[src/rtl/switch_ctrl_pkg.sv]
// Shared types and constants for the switch/button input conditioning block.
// Latency: n/a (declarations only).
// Backpressure: n/a.
`timescale 1ns/1ps
package switch_ctrl_pkg;

    // Per-button debounce FSM states.
    typedef enum logic [1:0] {
        IDLE         = 2'd0,
        PRESS_WAIT   = 2'd1,
        PRESSED      = 2'd2,
        RELEASE_WAIT = 2'd3
    } db_state_t;

    localparam int DEFAULT_DEBOUNCE_CYCLES = 50000;
    // Edges a fresh snapshot is protected from being overwritten by another grant.
    localparam int SNAPSHOT_LOCK_CYCLES    = 2;
    // Debounce counter width; holds DEBOUNCE_CYCLES-1 for the whole legal range.
    localparam int DB_CNT_W                = 16;

endpackage

[src/rtl/button_debounce.sv]
// Purpose: 2-flop synchroniser + debounce FSM for one button; press acceptance waits for a grant.
// Latency: PRESSED D+3 edges after a stable raw rise (uncontested); release likewise D+3 edges.
// Backpressure: without grant_i the FSM holds in PRESS_WAIT with req_o asserted; release is never held.
// Ports: HCLK/HRESETn clock and async active-low reset; raw_i bouncy pad; grant_i press grant;
//        req_o press ready to be accepted; level_o debounced level (state is PRESSED or RELEASE_WAIT).
`timescale 1ns/1ps
module button_debounce
    import switch_ctrl_pkg::*;
#(
    parameter int DEBOUNCE_CYCLES = DEFAULT_DEBOUNCE_CYCLES
) (
    input  logic HCLK,
    input  logic HRESETn,
    input  logic raw_i,
    input  logic grant_i,
    output logic req_o,
    output logic level_o
);

    localparam logic [DB_CNT_W-1:0] CNT_LAST = DB_CNT_W'(DEBOUNCE_CYCLES - 1);

    logic                sync1_q;
    logic                sync2_q;
    db_state_t           state_q, state_d;
    logic [DB_CNT_W-1:0] cnt_q, cnt_d;
    logic                cnt_done;

    always_ff @(posedge HCLK or negedge HRESETn) begin
        if (!HRESETn) begin
            sync1_q <= 1'b0;
            sync2_q <= 1'b0;
            state_q <= IDLE;
            cnt_q   <= '0;
        end else begin
            sync1_q <= raw_i;
            sync2_q <= sync1_q;
            state_q <= state_d;
            cnt_q   <= cnt_d;
        end
    end

    assign cnt_done = (cnt_q == CNT_LAST);

    always_comb begin
        state_d = state_q;
        cnt_d   = cnt_q;
        case (state_q)
            IDLE: begin
                if (sync2_q) begin
                    state_d = PRESS_WAIT;
                    cnt_d   = '0;
                end
            end
            PRESS_WAIT: begin
                if (!sync2_q) begin
                    state_d = IDLE;
                end else if (!cnt_done) begin
                    cnt_d = cnt_q + 1'b1;
                end else if (grant_i) begin
                    state_d = PRESSED;
                end
                // cnt_done without grant: counter stays saturated, request stays up.
            end
            PRESSED: begin
                if (!sync2_q) begin
                    state_d = RELEASE_WAIT;
                    cnt_d   = '0;
                end
            end
            RELEASE_WAIT: begin
                if (sync2_q) begin
                    state_d = PRESSED;
                end else if (!cnt_done) begin
                    cnt_d = cnt_q + 1'b1;
                end else begin
                    state_d = IDLE;
                end
            end
            default: state_d = IDLE;
        endcase
    end

    assign req_o   = (state_q == PRESS_WAIT) && cnt_done && sync2_q;
    assign level_o = (state_q == PRESSED) || (state_q == RELEASE_WAIT);

endmodule

[src/rtl/switch_input_ctrl.sv]
// Purpose: synchronise switches, debounce two buttons, arbitrate presses so Switches is frozen around each Buttons rise.
// Latency: Buttons follows raw pads by DEBOUNCE_CYCLES+4 edges; Switches snapshot loads one edge before the Buttons rise.
// Backpressure: a press waits while another press' snapshot is locked (2 edges); button 0 has priority.
// Ports: HCLK, HRESETn (async active-low); RawButtons[1:0], RawSwitches[15:0] raw pads; IrqAck clears Irq;
//        Buttons[1:0] clean levels; Switches[15:0] snapshot; Irq sticky new-entry interrupt.
// Build option: define SWITCH_INPUT_IRQ_EN to build the Irq flop; otherwise Irq is tied low.
`timescale 1ns/1ps
module switch_input_ctrl
    import switch_ctrl_pkg::*;
#(
    parameter int DEBOUNCE_CYCLES = DEFAULT_DEBOUNCE_CYCLES
) (
    input  logic        HCLK,
    input  logic        HRESETn,
    input  logic [1:0]  RawButtons,
    input  logic [15:0] RawSwitches,
    input  logic        IrqAck,
    output logic [1:0]  Buttons,
    output logic [15:0] Switches,
    output logic        Irq
);

    localparam logic [1:0] LOCK_INIT = 2'(SNAPSHOT_LOCK_CYCLES);

    logic [15:0] sw_sync1_q;
    logic [15:0] sw_sync2_q;
    logic [1:0]  req;
    logic [1:0]  grant;
    logic [1:0]  level;
    logic        lock;
    logic [1:0]  lock_cnt_q, lock_cnt_d;
    logic [15:0] switches_q, switches_d;
    logic [1:0]  buttons_q;

    for (genvar i = 0; i < 2; i++) begin : g_btn
        button_debounce #(
            .DEBOUNCE_CYCLES (DEBOUNCE_CYCLES)
        ) u_db (
            .HCLK    (HCLK),
            .HRESETn (HRESETn),
            .raw_i   (RawButtons[i]),
            .grant_i (grant[i]),
            .req_o   (req[i]),
            .level_o (level[i])
        );
    end

    // Fixed priority, at most one grant per cycle, none while a snapshot is locked.
    assign lock     = (lock_cnt_q != 2'd0);
    assign grant[0] = req[0] & ~lock;
    assign grant[1] = req[1] & ~req[0] & ~lock;

    always_comb begin
        lock_cnt_d = lock_cnt_q;
        switches_d = switches_q;
        if (|grant) begin
            lock_cnt_d = LOCK_INIT;
            switches_d = sw_sync2_q;
        end else if (lock) begin
            lock_cnt_d = lock_cnt_q - 1'b1;
        end
    end

    always_ff @(posedge HCLK or negedge HRESETn) begin
        if (!HRESETn) begin
            sw_sync1_q <= '0;
            sw_sync2_q <= '0;
            lock_cnt_q <= '0;
            switches_q <= '0;
            buttons_q  <= '0;
        end else begin
            sw_sync1_q <= RawSwitches;
            sw_sync2_q <= sw_sync1_q;
            lock_cnt_q <= lock_cnt_d;
            switches_q <= switches_d;
            buttons_q  <= level;
        end
    end

    assign Buttons  = buttons_q;
    assign Switches = switches_q;

`ifdef SWITCH_INPUT_IRQ_EN
    logic irq_q, irq_d;

    // A Buttons rise on this edge wins over a simultaneous acknowledge.
    always_comb begin
        irq_d = irq_q;
        if (IrqAck) begin
            irq_d = 1'b0;
        end
        if (|(level & ~buttons_q)) begin
            irq_d = 1'b1;
        end
    end

    always_ff @(posedge HCLK or negedge HRESETn) begin
        if (!HRESETn) begin
            irq_q <= 1'b0;
        end else begin
            irq_q <= irq_d;
        end
    end

    assign Irq = irq_q;
`else
    logic unused_irq_ack;
    assign unused_irq_ack = IrqAck;
    assign Irq            = 1'b0;
`endif

endmodule

[config.mk]
export PLATFORM = sky130hd
export DESIGN_NAME = switch_input_ctrl
export DESIGN_NICKNAME = d
export VERILOG_FILES = /design/src/rtl/switch_ctrl_pkg.sv /design/src/rtl/button_debounce.sv /design/src/rtl/switch_input_ctrl.sv
export SDC_FILE = /design/constraint.sdc
export NUM_CORES = 1
export LEC_CHECK = 0
export ABC_CLOCK_PERIOD_IN_PS = 2600
export BUFFER_PORTS_ARGS = -buffer_cell sky130_fd_sc_hd__buf_2
export CAP_MARGIN = 25
export CORE_UTILIZATION = 44
export DETAILED_ROUTE_END_ITERATION = 6
export PLACE_DENSITY = 0.71
export SLEW_MARGIN = 20
export SYNTH_ARGS = -nofsm -noshare
export SYNTH_HDL_FRONTEND = slang
export SYNTH_SLANG_ARGS = --single-unit
[constraint.sdc]
create_clock -name HCLK -period 2.6 [get_ports HCLK]
set_input_delay 0.52 -clock HCLK [delete_from_list [all_inputs] [get_ports HCLK]]
set_output_delay 0.52 -clock HCLK [all_outputs]
set_load 0.05 [all_outputs]
Word-level counts from Yosys, hierarchy flattened

Index checks and enable logic that the tools add are counted.
W data, S select, Z words.

Flip-flop bits (word level): 92
Input port bits: 21
Output and inout bits: 19
Word-level logic and storage cells: 88

Add/sub/neg operators: 3
Equal/unequal tests: 22
Mux-type cells: 30
Bitwise gates (word level): 5
Reduce and logical (&&, ||, !) cells: 15

Operators by type and width:

| operator                | count |
|---|---|
| $mux W16                | 10 |
| $pmux W16 S4            | 2 |
| $add A16 B1 Y16 const B | 2 |
| $eq A16 B16 Y1 const B  | 2 |
| $mux W2                 | 16 |
| $pmux W2 S4             | 2 |
| $reduce_and A5 Y1       | 2 |
| $eq A2 B2 Y1 const B    | 4 |
| $ne A2 B1 Y1 const B    | 4 |
| $ne A2 B2 Y1 const B    | 4 |
| $reduce_and A4 Y1       | 2 |
| $ne A3 B1 Y1 const B    | 2 |
| $ne A3 B2 Y1 const B    | 2 |
| $ne A3 B3 Y1 const B    | 2 |
| $eq A2 B1 Y1 const B    | 2 |
| $logic_and A1 B1 Y1     | 4 |
| $logic_not A2 Y1        | 2 |
| $reduce_bool A2 Y1      | 2 |
| $and A1 B1 Y1           | 3 |
| $logic_or A1 B1 Y1      | 2 |
| $not A1 Y1              | 2 |
| $reduce_or A2 Y1        | 1 |
| $sub A2 B1 Y2 const B   | 1 |

Depth between registers and ports, before layout

Depth after elaboration: 10
Mapped depth: 7
Gate-level depth less buffers: 6

By module

From an unflattened synthesis, not the netlist that was laid out.

Cell total of the unflattened synthesis: 315
Area, all modules: 3782.4 um^2

Modules (own cells, without submodules):

| module            | times used | cells each | area an instance (um^2) | seq. area each (um^2) |
|---|---|---|---|---|
| button_debounce   | 2          | 117        | 1074.8                  | 500.5 |
| switch_input_ctrl | 1          | 81         | 1632.8                  | 1301.2 |

Worst setup path after synthesis

No wires, ideal clock.

Path kind: register -> register
Start: register g_btn[1].u_db.cnt_q[11]
End: register switches_q[10], in the netlist Switches[10]
Arrival time: 2.263 ns
Required time: 2.475 ns
Slack: 0.211 ns
Stages on the path, launching flop included: 6
Cell sequence: dfrtp_1 or4_4 or4_4 o31ai_4 buf_12 mux2_4

Word-level cells in the longest chain between the ends: 6

Ends and longest elaborated chain:

| what                             | RTL line                | RTL |
|---|---|---|
| from (decl)                      | button_debounce.sv:25   | `logic [DB_CNT_W-1:0] cnt_q, cnt_d;` |
| from (signal assigned)           | button_debounce.sv:38   | `cnt_q <= cnt_d;` |
| $eq A16 B16 Y1                   | button_debounce.sv:42   | `assign cnt_done = (cnt_q == CNT_LAST);` |
| $logic_and A1 B1 Y1 (2 in a row) | button_debounce.sv:83   | `assign req_o = (state_q == PRESS_WAIT) && cnt_done && sync2_q;` |
| $and A1 B1 Y1 (2 in a row)       | switch_input_ctrl.sv:51 | `assign grant[1] = req[1] & ~req[0] & ~lock;` |
| $reduce_or A2 Y1                 | switch_input_ctrl.sv:56 | `if (\|grant) begin` |
| to (signal assigned)             | switch_input_ctrl.sv:75 | `switches_q <= switches_d;` |
| to (decl)                        | switch_input_ctrl.sv:32 | `logic [15:0] switches_q, switches_d;` |

No other way between the ends.
A chain may end at the register's enable or synchronous reset.

Final worst setup path

Start: register g_btn[1].u_db.cnt_q[11]
End: register switches_q[4], in the netlist Switches[4]

Same word-level chain as after synthesis.

==> reports/results.txt <==
The capture instance of the worst register-to-register path was Switches[4]. Dividing total power by cell area gives a power density of 629.1 mW/mm². Buffers placed on the I/O ports in this run total 37. The H-tree was split into 3 levels.

The worst slew slack as a fraction of its limit was 0.5829; the detailed-route via count was 2270. The met1 track demand over resource in global routing is 0.2066, and the largest vdd supply drop is 273.9 µV. The arrival time at the worst endpoint was 2.63 ns. Worst hold-check path type: in -> async. Data on the critical path is required at its endpoint by 2.83 ns.

After filler insertion, the fill cell instance count of the layout stands at 655. The routability congestion estimate was 0.7821. Worst clock skew: 0.009348 ns. The relative area change from synthesis to final layout is 15.31%. Number of buffers added by the clock tree synthesis step: 9. The detailed router finished its first iteration with 100 violations. For the buffer depth of the longest clock path, the log shows 2.

The effective utilization at floorplan was 0.4622; the core footprint was 0.007888 mm². 0 antenna diodes ended up in the layout. In the synthesized netlist the dominant register cell turns out to be dfrtp_1.

The number of pins exceeding their max-slew limit in the final report came out at 0. For the global-route total usage across every layer, the log shows 0.1549. The global-route congestion overflow total is 0, and the total of max-cap violations is 0. The logs give 309 for the post-synth net total and 92 for the total number of clock tree sinks. The global-route wire length before repair was 10470 µm; the number of remaining DRC errors was 0. The total I/O pin count came out at 40. Number of cells in the finished layout apart from fillers: 438.

Clock tree synthesis selected as its root buffer the cell clkbuf_8. Setup violations remaining at the end of the flow were counted as 0. Number of flops mapped to enable cells by yosys: 0.

Area after detailed placement: 0.003981 mm². For the worst-skew pair, the clock arrives at the later sink with an insertion delay of 0.35 ns. The final layout contains 355 nets.

Summed over all cells, the static leakage comes to 2.000 nW. After clock tree synthesis, the clock-pin slew on the worst setup and hold paths is 0.09 ns. The flip-flop and latch count after synthesis works out to 92. The highest achievable clock rate came out at 417.3 MHz. The tools report the first-pass detailed-route iteration total as 4.

The distinct cell type count of the synthesized netlist is 41. The cell area that synthesis handed to floorplanning was 0.003646 mm². TritonCTS built the clock tree.

The final cell utilization of the core is 0.5330, and the post-detailed-placement half-perimeter wirelength is 4075 µm. In the synthesized netlist, the number of instances is 285. The clock period could shrink to 2.397 ns. The tools report the via count of the first global-routing pass as 2328. For the global routing usage on met3, the log shows 0.03171. The logs give 0 for the count of endpoints failing hold in the final timing report and 0 for the quantity of gates resized following cts. The tools report the area of the die as 0.008655 mm². Share of final-layout standard cells stronger than drive strength 1: 0.2440. For the maximum number of pins on one net before global-route repair, the log shows 51. The die extent in y was 93.03 µm; the sequential cell area fraction in the yosys report was 0.6314. The run finished with clean final reports. The floorplan die width was 93.03 µm; the detailed-route wire length per cell was 13.62 µm.

Setup total negative slack on the finished layout was measured at 0 ns. By startpoint and endpoint, the worst setup path is classified as reg -> reg. The number of antenna violations at the first check in global routing is 0, and the met2 track demand over resource is 0.2414. Across all register-to-register paths, the minimum setup slack is 0.20 ns. The portion of the clock cycle consumed by the worst path in the final layout came out at 0.9218.

STA classifies the critical path endpoint as a flop. Once placement completed, the tool counted placed cells totaling 422. The number of setup buffers added after CTS is 0. The number of cells on the worst reg-to-reg path is 5.

Dividing the detail-routed via count by the number of cells gives 5.183. Share of flip-flops with an asynchronous set or reset: 1.000. The layer with the highest usage after global routing is met2. The worst slack on hold paths was 0.1376 ns. Category of the worst setup path launch point: a flop.

Setup repair after global routing left no endpoint under its margin. In this run the core area contains 32 standard-cell rows. The number of hold buffers added after CTS was 0.

The worst register-to-register path begins at g_btn[1].u_db.cnt_q[11]. For the post-route standard cell area excluding fillers, the log shows 0.004204 mm². The transition at the pin with the smallest max-transition slack is 0.6199 ns, and the remaining antenna violation count is 0. The average instance area after synthesis is 12.79 µm². The number of warnings issued by yosys is 0. The total wire length after detailed routing was 5964 µm.

In the final layout, the multi-input gates occupy 0.001271 mm². Along the worst path, the maximum fanout reaches 16. The footprint of the flip-flops and latches was 0.002302 mm².
## worst max-delay path, cell delays in order (launching register included)
cell,delay [ns]
dfrtp_1,0.44
or4_4,0.53
or4_4,0.52
o31ai_4,0.24
buf_12,0.21
mux2_2,0.34
## placed cells by master (no fill, tap or decap), types with 2 or more instances in the layout
cell | synthesis | layout
a311oi_1 | 2 | 2
bufinv_16 | 0 | 2
dfrtp_1 | 92 | 92
a21o_1 | 2 | 2
mux2_2 | 9 | 9
xnor2_1 | 10 | 10
nor2b_1 | 2 | 2
nor3_1 | 8 | 8
or4_4 | 2 | 2
ha_1 | 3 | 3
a22o_1 | 9 | 9
buf_12 | 1 | 2
inv_6 | 0 | 3
mux2i_1 | 4 | 4
o21ai_0 | 11 | 11
xor2_1 | 9 | 9
clkbuf_8 | 0 | 9
nor4_1 | 3 | 3
and3_1 | 8 | 8
a21oi_1 | 7 | 7
nor2_1 | 25 | 25
nand4b_1 | 2 | 2
mux2_4 | 10 | 10
nand4_1 | 5 | 5
buf_4 | 1 | 5
buf_2 | 0 | 36
nand3_1 | 13 | 13
or4_1 | 3 | 3
inv_1 | 6 | 6
or2b_1 | 2 | 2
nand2_1 | 17 | 17
## flip-flops by register name, summed over array words and instances, names as in the netlist, named ones only
name	flops
g_btn.u_db.cnt_q	32
Buttons	2
sw_sync2_q	16
sw_sync1_q	16
g_btn.u_db.sync2_q	2
g_btn.u_db.sync1_q	2
Switches	16
lock_cnt_q	2
g_btn.u_db.state_q	2
## worst max-delay path by stage
stage / to / start / depth (start not counted) / slack (ns)
floorplan: Switches[10] / g_btn[1].u_db.cnt_q[11] / 5 / 0.21
finish: Switches[4] / g_btn[1].u_db.cnt_q[11] / 5 / 0.20
CTS: Switches[2] / g_btn[1].u_db.cnt_q[11] / 5 / 0.19
detailed placement: Switches[3] / g_btn[1].u_db.cnt_q[11] / 5 / 0.20
global placement: Switches[3] / g_btn[1].u_db.cnt_q[11] / 5 / 0.24
global route: Switches[4] / g_btn[1].u_db.cnt_q[11] / 5 / 0.13
## cells by family (layout without fill, tap and decap cells)
group | after synthesis | after routing | synth area share
compound gates | 35 | 35 | 0.06726
mux | 23 | 23 | 0.07996
simple gates | 98 | 98 | 0.1445
flops | 92 | 92 | 0.6314
fa+ha+maj | 3 | 3 | 0.01030
xor+xnor | 19 | 19 | 0.04564
other cells | 1 | 1 | 0.001029
buf+inv | 14 | 65 | 0.01990
## routing by layer
layer,vias up,part of all wire
met3,9,0.032
met4,0,0.020
li1,1092,-
met5,-,0
met2,43,0.45
met1,1126,0.50
## synth_stat cells, types with 5 or more instances
library cell,count,share of area
clkbuf_1,6,0.0062
nor3_1,8,0.011
inv_1,6,0.0062
a21oi_1,7,0.0096
mux2_4,10,0.041
mux2_2,9,0.028
dfrtp_1,92,0.63
nand4_1,5,0.0086
a22o_1,9,0.022
o21ai_0,11,0.015
xor2_1,9,0.022
and3_1,8,0.014
nand2_1,17,0.018
nor2_1,25,0.026
nand3_1,13,0.018
xnor2_1,10,0.024
## through the flow
step	power (mW)	setup WS (ns)
2_1_floorplan	1.566	0.2114
3_3_place_gp	1.622	0.2392
3_5_place_dp	1.629	0.2029
4_1_cts	2.684	0.1945
5_1_grt	2.756	0.1331
6_report	2.645	0.2034
## where the power goes
part | internal (mW) | switching (mW) | leakage [nW] | total (mW)
logic | 0.0367 | 0.0618 | 0.695 | 0.0986
registers | 1.47 | 0.0269 | 1.19 | 1.50
clock network | 0.554 | 0.494 | 0.112 | 1.05
total | 2.06 | 0.583 | 2.00 | 2.64
## area by class of cell
type	count	share of cell area
sequential	92	0.5476
multi-input combinational	179	0.3024
timing repair buffer	43	0.06131
clock buffer	10	0.03036
tap	102	0.03036
clock inverter	6	0.02262
inverter	6	0.005357
Note: power is estimated with default switching activity, not from simulation.
